<file path="config.mk">
export PLATFORM = sky130hd
export DESIGN_NAME = s2p_converter
export DESIGN_NICKNAME = d
export VERILOG_FILES = /design/src/rtl/s2p_converter.sv
export SDC_FILE = /design/constraint.sdc
export NUM_CORES = 1
export LEC_CHECK = 0
export CORE_MARGIN = 2
export CORE_UTILIZATION = 30
export CTS_BUF_LIST = sky130_fd_sc_hd__clkbuf_8
export DETAILED_ROUTE_END_ITERATION = 6
export PLACE_DENSITY = 0.59
export RECOVER_POWER = 25
export SYNTH_ARGS = -nofsm -noshare
export SYNTH_HDL_FRONTEND = slang
export SYNTH_SLANG_ARGS = --single-unit
</file>
<file path="constraint.sdc">
create_clock -name clk -period 1.7 [get_ports clk]
set_input_delay 0.34 -clock clk [delete_from_list [all_inputs] [get_ports clk]]
set_output_delay 0.34 -clock clk [all_outputs]
set_load 0.01 [all_outputs]
</file>
<file path="src/rtl/s2p_converter.sv">
// -----------------------------------------------------------------------------
// s2p_converter
//
// Serial-to-parallel deserialiser. Collects N serial bits into a word and
// presents it on a valid/ready parallel interface. One finished word can sit
// in the output register while a second finished word waits in the shift
// register. The serial side therefore keeps streaming through short
// parallel-side stalls.
//
// Ports
//   clk        system clock, rising edge
//   rst        asynchronous active-high reset
//   ser_data   serial data bit
//   ser_valid  ser_data is valid this cycle
//   ser_ready  a serial bit is accepted this cycle (registered state only)
//   par_data   reassembled word, stable while par_valid & !par_ready
//   par_valid  par_data holds a complete word
//   par_ready  downstream accepts par_data this cycle
//   bit_cnt    bits collected toward the current word
//   fsm_state  debug view of the FSM (0 = COLLECT, 1 = HOLD)
//
// Handshake rule (both sides): a transfer happens on a rising edge where
// valid and ready are both 1. A valid producer holds its data until that
// edge. ready never depends combinationally on the other side's ready.
// -----------------------------------------------------------------------------
module s2p_converter #(
    parameter int N         = 4,
    parameter bit MSB_FIRST = 1'b0,
    localparam int CW       = $clog2(N)
) (
    input  logic          clk,
    input  logic          rst,
    input  logic          ser_data,
    input  logic          ser_valid,
    output logic          ser_ready,
    output logic [N-1:0]  par_data,
    output logic          par_valid,
    input  logic          par_ready,
    output logic [CW-1:0] bit_cnt,
    output logic          fsm_state
);

    localparam logic [0:0]    COLLECT = 1'b0;
    localparam logic [0:0]    HOLD    = 1'b1;
    localparam logic [CW-1:0] LAST    = CW'(N - 1);

    logic [0:0]    r_state;
    logic [N-1:0]  r_shift;
    logic [CW-1:0] r_bit_cnt;
    logic [N-1:0]  r_par_data;
    logic          r_par_valid;

    logic          w_accept;
    logic          w_xfer;
    logic          w_last;
    logic          w_slot_free;
    logic [CW-1:0] w_idx;
    logic [N-1:0]  w_next_shift;

    // ser_ready is forced low while reset is held. It rises as soon as reset
    // is released.
    assign ser_ready   = (r_state == COLLECT) && !rst;
    assign w_accept    = ser_valid && ser_ready;
    assign w_xfer      = r_par_valid && par_ready;
    assign w_last      = (r_bit_cnt == LAST);
    // The output slot is free when it is empty, or when it empties on this edge.
    assign w_slot_free = !r_par_valid || par_ready;
    assign w_idx       = MSB_FIRST ? (LAST - r_bit_cnt) : r_bit_cnt;

    // The shift register is cleared between words, so each bit is placed at
    // its final position. Nothing is shifted along.
    always_comb begin
        w_next_shift        = r_shift;
        w_next_shift[w_idx] = ser_data;
    end

    always_ff @(posedge clk or posedge rst) begin
        if (rst) begin
            r_state     <= COLLECT;
            r_shift     <= '0;
            r_bit_cnt   <= '0;
            r_par_data  <= '0;
            r_par_valid <= 1'b0;
        end else begin
            // A transfer empties the slot unless a reload below refills it
            // on this same edge.
            if (w_xfer) begin
                r_par_valid <= 1'b0;
            end
            case (r_state)
                COLLECT: begin
                    if (w_accept) begin
                        if (w_last) begin
                            r_bit_cnt <= '0;
                            if (w_slot_free) begin
                                r_par_data  <= w_next_shift;
                                r_par_valid <= 1'b1;
                                r_shift     <= '0;
                            end else begin
                                r_shift <= w_next_shift;
                                r_state <= HOLD;
                            end
                        end else begin
                            r_shift   <= w_next_shift;
                            r_bit_cnt <= r_bit_cnt + 1'b1;
                        end
                    end
                end
                HOLD: begin
                    if (w_xfer) begin
                        r_par_data  <= r_shift;
                        r_par_valid <= 1'b1;
                        r_shift     <= '0;
                        r_state     <= COLLECT;
                    end
                end
                default: r_state <= COLLECT;
            endcase
        end
    end

    assign par_data  = r_par_data;
    assign par_valid = r_par_valid;
    assign bit_cnt   = r_bit_cnt;
    assign fsm_state = r_state;

endmodule

</file>
==> PnR_summary.wiki <==
{| class="wikitable"
! Metric !! Value
|-
| Post-Synthesis Cell Area || ~760 um2
|-
| Final setup slack of the worst path || a little over 0.09 ns
|-
| Run status || completed
|-
| Root buf cell || sky130_fd_sc_hd__clkbuf_8
|-
| Count of flip-flops with a built-in enable after synthesis || 0
|-
| Peak clock frequency supported by timing || between 0.6 and 0.7 GHz
|-
| Final sum of negative setup slack || 0 ns
|-
| Hold-fix buffer count after cts || 0
|-
| Worst EP arrival || between 1.5 and 2 ns
|-
| Count of TritonRoute iterations in the first routing pass || 2
|-
| Area growth from synthesis to layout || 32.28%
|-
| Detailed-route vias per instance || 4.650
|-
| Initial DRC count || 8
|-
| Actual slew at the worst max-slew pin || 0.6691 ns
|-
| Per-cell routed wire length || 12.77 um
|-
| First-pass GRT wire length || about 2.5 mm
|-
| Total congestion overflow || 0
|-
| Sequential cell fraction of total power || 0.325
|-
| Routed vias || roughly 560
|-
| Number of top-level pins || 14
|-
| Flip-flop cell with the highest count after synthesis || sky130_fd_sc_hd__dfrtp_1
|-
| FFs w/ async S/R, synth || 1.000
|-
| Minimum clock period || ~1.6 ns
|-
| Hold path cells || 1
|-
| Path depth of the worst reg2reg path || 4
|-
| CTS clk-pin slew, worst paths || approximately 0.050 ns
|-
| H-tree depth reported by CTS || 1
|-
| Netlist cell types || 22
|-
| Effective utilization at floorplan || 0.3107
|-
| Switching power || 554.5 uW
|-
| Max Cap Violations || 0
|-
| Final estimated routing congestion in global placement || approximately 0.75
|-
| Sequential fraction of the synthesis area || 0.3974
|-
| Net switching share of the total power || 0.3421
|-
| Top cells by area, synth || sky130_fd_sc_hd__dfrtp_1 40%, sky130_fd_sc_hd__ha_1 8.3%, sky130_fd_sc_hd__mux2_4 7.9%
|-
| Flop2flop setup slack || roughly 0.092 ns
|-
| Critical path, cell by cell || ha_2 -> nand4bb_1 -> a21oi_4 -> mux2_2
|-
| CP max stage cell || sky130_fd_sc_hd__dfrtp_1
|-
| Yosys top cell area share || 0.3974
|-
| Layout cells sized above 1 || 0.2556
|-
| Worst slew slack as a fraction of its limit || 0.5540
|-
| Setup repair after global routing missed its margin || false
|-
| Mapped Nets || ~80
|-
| Clock tree sinks || 12
|-
| Critical path class || flop to flop
|-
| Final Max Slew Viols || 0
|-
| Total number of yosys warnings || 0
|-
| Post-CTS Resized || 2
|-
| Maximum count of clock buffers along a single path || 2
|-
| Multi-input logic area || 412.9 um2
|-
| Post-placement worst setup slack || -0.08963 ns
|-
| Avg Cell Area, Syn || 10.95 um2
|-
| Worst Setup End Kind || flop
|-
| Period utilisation layout || 0.9460
|-
| PortBufs || 13
|-
| DIE AREA || 2937 um2
|-
| Total power density per cell area || around 1600 nW/um2
|-
| Y dimension of the die || about 54 um
|-
| Post-synthesis cell count || 69
|-
| Leakage Power || ~0.44 nW
|-
| Number of antenna violations at the first check in global routing || 0
|-
| Highest cell delay on the worst timing path || 0.44 ns
|-
| Number of remaining DRC errors || 0
|-
| Aggregate global-route resource usage || 0.1315
|-
| Power share of the clock group || 0.195
|-
| Proportion of power drawn by combinational gates || 0.480
|-
| Class of the tightest hold or removal check || flop to flop
|-
| Number of nets at the end of the flow || between 100 and 150
|-
| Number of routed nets with antenna violations || 0
|-
| Max FO, Critical Path || 5
|-
| Post-CTS Setup Bufs || 0
|-
| Clock tree from TritonCTS || built
|-
| Required time of the worst setup path || between 1.5 and 2 ns
|-
| Final-report hold violation count || 0
|-
| Count of filler cells inserted in the layout || 247
|-
| Die Span X || between 50 and 60 um
|-
| Final Skew || around 0.0043 ns
|-
| Library cell occupying the most area in the post-synthesis netlist || sky130_fd_sc_hd__dfrtp_1
|-
| Max rail drop VDD || around 670 uV
|-
| Latest clock arrival within the worst-skew pair || 0.25 ns
|-
| DRT Wirelength || 1.532 mm
|-
| Detailed placer's ending HPWL || about 1.2 mm
|-
| Setup violators final || 0
|-
| Via count of the first global-routing pass || approximately 550
|-
| Maximum number of pins on one net before global-route repair || 13
|-
| Antenna Cells || 0
|-
| Core box area || roughly 2400 um2
|-
| Commonest cells after routing, fill and taps aside || 12 x sky130_fd_sc_hd__clkdlybuf4s50_1, 11 x sky130_fd_sc_hd__dfrtp_1, 8 x sky130_fd_sc_hd__inv_1, 6 x sky130_fd_sc_hd__nand2_1, 6 x sky130_fd_sc_hd__nand3_1
|-
| Flip-flop and latch count after synthesis || 12
|-
| Number of buffers created by CTS || 3
|-
| P_int || between 1 and 1.5 mW
|-
| Most common cell after layout, fill and taps aside || sky130_fd_sc_hd__clkdlybuf4s50_1
|-
| Combined flip-flop and latch cell area || 301.5 um2
|-
| Number of rows created at floorplan || 18
|-
| Type of element launching the critical path || flop
|}
synthesized netlist by cell type, drive strengths merged (2+ instances only):
cell type	n
o21ai	5
ha	5
a21oi	2
dfrtp	12
mux2	8
nor2b	2
nand2b	2
inv	9
nand2	6
nand3	6
o221ai	4
power by group through the flow:
stage / sequential, mW / clock, mW / combinational (mW)
detailed placement: 0.530 / 0 / 0.787
global route: 0.550 / 0.341 / 0.855
finish: 0.527 / 0.317 / 0.777
CTS: 0.529 / 0.327 / 0.785
floorplan: 0.533 / 0 / 0.491
global placement: 0.524 / 0 / 0.775
cell families (layout without fill, tap and decap cells):
| kind of cell | after synthesis | after routing | synth area share |
|---|---|---|---|
| buffers and inverters | 10 | 31 | 0.05960 |
| flip-flops | 12 | 12 | 0.3974 |
| AND/OR/NAND/NOR | 21 | 21 | 0.1921 |
| adder cells (fa/ha/maj) | 5 | 5 | 0.08278 |
| AO/OA/AOI/OAI | 13 | 13 | 0.1291 |
| multiplexers | 8 | 8 | 0.1391 |
state kept, by name, summed over array words and instances, names as in the netlist:
register   count
fsm_state      1
par_valid      1
r_shift        4
bit_cnt        2
par_data       4
worst max-delay path: cells and delay by family (launching register included):
kind            cells  cell delay [ns]
compound gates      1             0.24
fa+ha+maj           1             0.27
flops               1             0.44
mux                 1             0.36
simple gates        1             0.18
final timing paths:
kind	start	endpoint
worst max-delay path	bit_cnt[0]$_DFFE_PP0P_	par_data[1]$_DFFE_PP0P_
worst min-delay path	par_data[3]$_DFFE_PP0P_	par_data[3]$_DFFE_PP0P_
worst max register to register	bit_cnt[0]$_DFFE_PP0P_	par_data[1]$_DFFE_PP0P_
worst min register to register	par_data[3]$_DFFE_PP0P_	par_data[3]$_DFFE_PP0P_
max in group asynchronous	rst	fsm_state$_DFF_PP0_
min in group asynchronous	rst	r_shift[3]$_DFFE_PP0P_
layout make-up:
type | instances | share of cell area
timing repair buffer | 18 | 0.1589
clock buffer | 4 | 0.05507
tap | 30 | 0.03755
sequential | 12 | 0.3016
multi-input combinational | 47 | 0.4130
inverter | 9 | 0.03379
routing by layer:
layer | part of all wire | GRT usage
met1 | 0.46 | 0.1443
met2 | 0.46 | 0.1948
met3 | 0.042 | 0.05278
met4 | 0.036 | 0.1125
met5 | 0 | 0
through the flow:
stage / instance area, um2 / power, mW / cells / utilization / hold slack (ns)
CTS: 1005 / 1.641 / 120 / 0.4131 / 0.5199
global route: 999.7 / 1.746 / 120 / 0.4110 / 0.5357
detailed placement: 949.7 / 1.317 / 116 / 0.3904 / 0.5017
floorplan: 755.7 / 1.024 / 69 / - / 0.2127
finish: 999.7 / 1.621 / 120 / 0.4110 / 0.5124
global placement: 949.7 / 1.299 / 116 / 0.3904 / 0.4927
Power figures use the tool's default switching activity.
